--- config.mk ---
export PLATFORM = sky130hd
export DESIGN_NAME = hls_macc_vec
export DESIGN_NICKNAME = d
export VERILOG_FILES = /design/src/rtl/hls_macc_vec.sv
export SDC_FILE = /design/constraint.sdc
export NUM_CORES = 2
export LEC_CHECK = 0
export CELL_PAD_IN_SITES_DETAIL_PLACEMENT = 2
export CELL_PAD_IN_SITES_GLOBAL_PLACEMENT = 2
export CORE_UTILIZATION = 38
export DETAILED_ROUTE_END_ITERATION = 10
export GPL_ROUTABILITY_DRIVEN = 0
export PLACE_DENSITY = 0.84
export SLEW_MARGIN = 10
export SYNTH_ARGS = -nofsm -noshare
export SYNTH_HDL_FRONTEND = slang
export SYNTH_SLANG_ARGS = --single-unit
--- constraint.sdc ---
create_clock -name ap_clk -period 14.5 [get_ports ap_clk]
set_input_delay 2.175 -clock ap_clk [delete_from_list [all_inputs] [get_ports ap_clk]]
set_output_delay 2.175 -clock ap_clk [all_outputs]
set_load 0.02 [all_outputs]
--- src/rtl/hls_macc_vec.sv ---
// hls_macc_vec: LANES-wide dot-product multiply-accumulate with an ap_ctrl_hs
// block handshake. One lane is multiplied and summed per cycle through a single
// multiplier; the result can be used fresh (c + dot), accumulated into a
// persistent accumulator, or used to clear that accumulator.
module hls_macc_vec #(
  parameter int WIDTH  = 32,
  parameter int LANES  = 4,
  parameter int SIGNED = 0,
  parameter int SAT    = 0
) (
  input  logic                   ap_clk,
  input  logic                   ap_rst_n,
  input  logic                   ap_start,
  output logic                   ap_done,
  output logic                   ap_idle,
  output logic                   ap_ready,
  input  logic [1:0]             mode,
  input  logic [LANES*WIDTH-1:0] a_vec,
  input  logic [LANES*WIDTH-1:0] b_vec,
  input  logic [WIDTH-1:0]       c,
  output logic [WIDTH-1:0]       o1,
  output logic                   o1_ap_vld,
  output logic [WIDTH-1:0]       o2,
  output logic                   o2_ap_vld
);

  // Internal sum width leaves room for every lane product plus a sign bit.
  localparam int SW = 2*WIDTH + $clog2(LANES) + 1;
  localparam int PW = 2*WIDTH;
  localparam int KW = (LANES > 1) ? $clog2(LANES) : 1;
  localparam logic [KW-1:0] K_LAST = KW'(LANES - 1);

  typedef enum logic [1:0] {
    S_IDLE,
    S_RUN,
    S_DONE
  } state_t;

  state_t                   state_q, state_d;
  logic [KW-1:0]            k_q, k_d;
  logic [LANES*WIDTH-1:0]   a_q, a_d;
  logic [LANES*WIDTH-1:0]   b_q, b_d;
  logic [WIDTH-1:0]         c_q, c_d;
  logic [1:0]               mode_q, mode_d;
  logic [SW-1:0]            dot_q, dot_d;
  logic [SW-1:0]            acc_q, acc_d;
  logic [WIDTH-1:0]         o1_q, o1_d;
  logic [WIDTH-1:0]         o2_q, o2_d;
  logic                     done_q, done_d;
  logic                     idle_q, idle_d;

  logic [WIDTH-1:0]         a_lane;
  logic [WIDTH-1:0]         b_lane;
  logic [SW-1:0]            acc_sum;

  // Extend a WIDTH-bit operand to the internal sum width.
  function automatic logic [SW-1:0] ext_w(input logic [WIDTH-1:0] x);
    if (SIGNED != 0) return {{(SW-WIDTH){x[WIDTH-1]}}, x};
    else             return {{(SW-WIDTH){1'b0}}, x};
  endfunction

  // A 2*WIDTH product holds any signed or unsigned lane product exactly,
  // so the multiplier stays at 2*WIDTH and only the result is widened.
  function automatic logic [SW-1:0] lane_prod(input logic [WIDTH-1:0] x,
                                              input logic [WIDTH-1:0] y);
    logic [PW-1:0] xe;
    logic [PW-1:0] ye;
    logic [PW-1:0] p;
    xe = (SIGNED != 0) ? {{WIDTH{x[WIDTH-1]}}, x} : {{WIDTH{1'b0}}, x};
    ye = (SIGNED != 0) ? {{WIDTH{y[WIDTH-1]}}, y} : {{WIDTH{1'b0}}, y};
    p  = xe * ye;
    if (SIGNED != 0) return {{(SW-PW){p[PW-1]}}, p};
    else             return {{(SW-PW){1'b0}}, p};
  endfunction

  // Reduce an internal sum to an output word, wrapping or saturating.
  function automatic logic [WIDTH-1:0] fmt(input logic [SW-1:0] x);
    logic [WIDTH-1:0] r;
    r = x[WIDTH-1:0];
    if (SAT != 0) begin
      if (SIGNED != 0) begin
        if (x[SW-1:WIDTH-1] != {(SW-WIDTH+1){x[SW-1]}})
          r = x[SW-1] ? {1'b1, {(WIDTH-1){1'b0}}} : {1'b0, {(WIDTH-1){1'b1}}};
      end else if (x[SW-1:WIDTH] != '0) begin
        r = '1;
      end
    end
    return r;
  endfunction

  // Pick the operand pair for the lane currently being processed.
  always_comb begin
    a_lane = '0;
    b_lane = '0;
    for (int i = 0; i < LANES; i++) begin
      if (k_q == KW'(i)) begin
        a_lane = a_q[i*WIDTH +: WIDTH];
        b_lane = b_q[i*WIDTH +: WIDTH];
      end
    end
  end

  // Next-state and datapath logic for the start/run/done sequence.
  always_comb begin
    state_d = state_q;
    k_d     = k_q;
    a_d     = a_q;
    b_d     = b_q;
    c_d     = c_q;
    mode_d  = mode_q;
    dot_d   = dot_q;
    acc_d   = acc_q;
    o1_d    = o1_q;
    o2_d    = o2_q;
    done_d  = 1'b0;
    acc_sum = acc_q + dot_q;

    case (state_q)
      S_IDLE: begin
        if (ap_start) begin
          a_d     = a_vec;
          b_d     = b_vec;
          c_d     = c;
          mode_d  = mode;
          dot_d   = '0;
          k_d     = '0;
          state_d = S_RUN;
        end
      end
      S_RUN: begin
        dot_d = dot_q + lane_prod(a_lane, b_lane);
        k_d   = k_q + 1'b1;
        if (k_q == K_LAST) begin
          k_d     = '0;
          state_d = S_DONE;
        end
      end
      S_DONE: begin
        done_d = 1'b1;
        o2_d   = fmt(dot_q);
        case (mode_q)
          2'd1: begin
            acc_d = acc_sum;
            o1_d  = fmt(acc_sum);
          end
          2'd2: begin
            acc_d = '0;
            o1_d  = '0;
          end
          default: o1_d = fmt(ext_w(c_q) + dot_q);
        endcase
        if (ap_start) begin
          a_d     = a_vec;
          b_d     = b_vec;
          c_d     = c;
          mode_d  = mode;
          dot_d   = '0;
          k_d     = '0;
          state_d = S_RUN;
        end else begin
          state_d = S_IDLE;
        end
      end
      default: state_d = S_IDLE;
    endcase

    idle_d = (state_d == S_IDLE);
  end

  // State, operand, accumulator and registered-output flops.
  always_ff @(posedge ap_clk or negedge ap_rst_n) begin
    if (!ap_rst_n) begin
      state_q <= S_IDLE;
      k_q     <= '0;
      a_q     <= '0;
      b_q     <= '0;
      c_q     <= '0;
      mode_q  <= '0;
      dot_q   <= '0;
      acc_q   <= '0;
      o1_q    <= '0;
      o2_q    <= '0;
      done_q  <= 1'b0;
      idle_q  <= 1'b1;
    end else begin
      state_q <= state_d;
      k_q     <= k_d;
      a_q     <= a_d;
      b_q     <= b_d;
      c_q     <= c_d;
      mode_q  <= mode_d;
      dot_q   <= dot_d;
      acc_q   <= acc_d;
      o1_q    <= o1_d;
      o2_q    <= o2_d;
      done_q  <= done_d;
      idle_q  <= idle_d;
    end
  end

  assign ap_done   = done_q;
  assign ap_ready  = done_q;
  assign o1_ap_vld = done_q;
  assign o2_ap_vld = done_q;
  assign ap_idle   = idle_q;
  assign o1        = o1_q;
  assign o2        = o2_q;

endmodule

==> flow_results.org <==
** Run status
- The flow ran to the end, and the final reports show no timing, DRC or antenna violations.

** Clock network
- In this run, post-CTS hold repair placed 0 buffers.
- Clock latency of the later-clocked register in the worst-skew pair :: ~0.65 ns
- In this run the deepest clock path goes through 3 buffers.
- Post-CTS Setup Bufs :: 0
- CTS HTree Levels :: 2
- Buffer type at the clock tree root :: sky130_fd_sc_hd__clkbuf_16
- TritonCTS built the clock tree.
- Number of clock buffers inserted by TritonCTS :: between 50 and 60
- After clock tree synthesis, the clock-pin slew on the worst setup and hold paths is 0.06 ns.
- Post-CTS repair changed the size of 0 cells.
- Total clock sinks :: 424

** Critical path
- STA puts the critical path data required time at around 15 ns.
- The worst register-to-register path begins at k_q[1].
- Data arrives at the worst endpoint at about 13 ns.
- STA classifies the critical path endpoint as a flop.
- For this run, the slowest stage of the critical path takes 0.85 ns.
- Critical path startpoint category :: flop
- The critical path ends at dot_q[31].
- For flop-to-flop paths, the worst setup slack is 2.33 ns.
- Worst reg2reg path endpoint :: dot_q[31]
- The critical path in this run is classified as reg2reg.
- The slowest stage of the critical path is the sky130_fd_sc_hd__o221ai_2 cell.
- Worst setup path startpoint :: k_q[1]
- Critical-path maximum fanout :: 53
- Counting cells, the worst reg-to-reg path comes to 39.

** Final layout
- Of the cells placed in the final design, the portion with a size suffix greater than 1 is 0.1119.
- Net count, final :: slightly above 5k
- Fill cell count :: 10.17k
- Most common cell after layout, fill and taps aside :: sky130_fd_sc_hd__nand2_1
- Leaving out fill and tap cells, the most frequent cells in the layout are sky130_fd_sc_hd__nand2_1, sky130_fd_sc_hd__inv_1, sky130_fd_sc_hd__dfrtp_1, sky130_fd_sc_hd__fa_1, sky130_fd_sc_hd__clkdlybuf4s50_1.
- Synthesis-to-layout area growth :: 17.87%

** Global route
- Tot GR Track Use :: 0.3230
- Summed over all layers, the global routing overflow is 0.
- Pin count of the biggest net entering global routing :: 203
- The number of global-route vias before repair was between 30k and 40k.
- Number of antenna violations at the first check in global routing :: 28
- The first global-routing pass estimated 245800 um of wire.

** Floorplan
- CORE AREA :: 98560 um2
- In this run the core area contains 115 standard-cell rows.
- From bottom edge to top edge, the die measures 317.9 um.
- The die covers 101100 um2.
- From left edge to right edge, the die measures ~320 um.
- Ports placed on the boundary :: 362
- Starting Density :: 0.3847

** Timing
- Subtracting the final worst setup slack from the clock period gives 12.17 ns.
- Count of final max-slew check failures :: 0
- In this run the tightest slew margin relative to its limit is 0.1268.
- For the pin with the worst max-slew slack, the measured transition is around 1.3 ns.
- Setup repair after global routing left no endpoint under its margin.
- On the final layout, the worst clock skew is 0.03924 ns.
- In the finished design, the share of the clock period the worst path needs comes to 0.8390.
- Derived from the worst setup path, the maximum achievable clock frequency is just over 0.08 GHz.
- Setup violations remaining at the end of the flow were counted as 0.
- TNS Setup :: 0 ns
- Count of endpoints failing hold in the final timing report :: 0

** Drt
- The first detailed-routing pass took 5 iterations.
- The final layout contains routed wiring with a total length of 171100 um.
- For this block, the initial DRC count from the detailed router was 2573.
- In the final routed layout, each cell accounts on average for 30.57 um.
- Using the TritonRoute via totals, the vias-per-cell ratio works out to 5.883.
- Detailed routing placed a total of ~12000 um of wire on met3.
- After detailed routing, the wire length on met1 is 65830 um.
- For this run, design rule violations remaining after detail routing come to 0.
- The highest layer touched by signal routing is met5.
- Once detail routing completed, the nets flagged for antenna violations numbered 0.
- Wire segments on met2 add up to between 80000 and 90000 um in the final route.
- Count of vias placed by the detailed router :: between 30k and 40k

** Synthesis
- Gate count after technology mapping :: 3955
- The complex-gate fraction of the synthesized area is 0.1155.
- Share of synthesized area spent on multiplexers :: 0.08098
- Combinational family with the most area after synthesis :: adder cells
- The synthesized netlist contains 75 unique library cells.
- The synthesized design contains approximately 420 register bits.
- Primary flip-flop cell chosen by synthesis mapping :: sky130_fd_sc_hd__dfrtp_1
- Xor-xnor portion of the synthesized cell area :: 0.03808
- Async set or reset register ratio after synthesis :: 1.000
- The Yosys step of the flow raised 0 warnings.
- Share of synthesized cell area in and, or, nand and nor gates :: 0.1216
- Post-Syn Area :: 37920 um2
- The number of nets in the synthesized netlist is 4881.
- Adder-Cell Fraction of Synth Area :: 0.2902
- A synthesized cell averages 9.587 um2.
- Of the synthesized area, sequential elements account for 0.2799.
- In this run, synthesis inferred 0 flip-flops with an integrated enable.

** Min path
- The worst hold path belongs to the class reg2reg.

** Job
- Max-cap viol count :: 0

** Placement
- Number of buffers inserted by port buffering :: 361
- Total half-perimeter wirelength after legalization and detailed placement :: 120300 um
cell type report:
| class | count | area (um2) | area share |
|---|---|---|---|
| Multi-Input combinational cell | 2816 | 24580 | 0.5500 |
| Sequential cell | 424 | 10610 | 0.2374 |
| Timing Repair Buffer | 427 | 4139 | 0.09261 |
| Inverter | 532 | 1997 | 0.04468 |
| Tap cell | 1287 | 1610 | 0.03603 |
| Clock buffer | 70 | 1448 | 0.03239 |
| Clock inverter | 21 | 260.3 | 0.005823 |
| Antenna cell | 18 | 45.04 | 0.001008 |
critical path, delay by kind of cell, from the launching register on:
family                     cells  cell delay (ns)
adders and majority gates     11             4.87
and+or+nand+nor                5             1.15
xor gates and xnor gates       2             0.41
AOI/OAI and AO/OA             13             3.59
buffers and inverters          8             1.49
DFF                            1             0.46
flip-flops by register name, summed over array words and instances, names as in the netlist, 2 cells and up:
| register | cells |
|---|---|
| mode_q | 2 |
| a_q | 128 |
| state_q | 2 |
| acc_q | 32 |
| c_q | 32 |
| o1 | 32 |
| k_q | 2 |
| o2 | 32 |
| b_q | 128 |
| dot_q | 32 |
routing by layer:
layer  vias up  global-route usage
li1      13496                   -
met3       533             0.06515
met2      1576              0.5475
met5         -                   0
met4        22              0.1565
met1     17286              0.3914
metrics by stage:
| stage | hold WS [ns] | setup WS, ns | instance area [um2] | utilization | cells |
|---|---|---|---|---|---|
| after floorplan | 0.4428 | 4.372 | 37920 | - | 3955 |
| after global placement | 0.4600 | 3.242 | 42940 | 0.4357 | 5486 |
| after detailed placement | 0.4709 | 2.692 | 42940 | 0.4357 | 5486 |
| after CTS | 0.4863 | 2.490 | 44650 | 0.4530 | 5577 |
| after global routing | 0.5066 | 1.920 | 44690 | 0.4534 | 5592 |
| final | 0.4807 | 2.335 | 44690 | 0.4535 | 5595 |
worst min-delay path by stage:
stage,start,endpoint,slack [ns],cells past startpoint
after global placement,o2[23],o2[23],0.46,2
after floorplan,acc_q[25],acc_q[25],0.44,2
final,o2[23],o2[23],0.48,2
after CTS,o2[8],o2[8],0.49,2
after detailed placement,o2[8],o2[8],0.47,2
after global routing,o2[23],o2[23],0.51,2
synthesized netlist by cell type, types with 52 or more instances:
library cell	number	area, um2
sky130_fd_sc_hd__a21oi_1	158	790.8
sky130_fd_sc_hd__inv_1	531	1993
sky130_fd_sc_hd__dfrtp_1	423	10590
sky130_fd_sc_hd__nor2_1	355	1333
sky130_fd_sc_hd__clkbuf_1	127	476.7
sky130_fd_sc_hd__fa_1	411	8228
sky130_fd_sc_hd__xnor2_1	101	884.6
sky130_fd_sc_hd__mux2_2	270	3040
sky130_fd_sc_hd__a21o_1	52	390.4
sky130_fd_sc_hd__o21ai_0	140	700.7
sky130_fd_sc_hd__nand2_1	551	2068
sky130_fd_sc_hd__ha_1	222	2778
cells by family (layout without fill, tap and decap cells):
kind of cell,after synthesis,in the layout
adder cells (fa/ha/maj),633,633
multiplexers,273,273
flip-flops,424,424
XOR/XNOR,155,155
other,0,18
buffers and inverters,715,1050
AND/OR/NAND/NOR,1106,1106
AO/OA/AOI/OAI,649,649
Power is not shown: default switching activity piles up to over one toggle a cycle in this logic, so the estimate is an artifact.
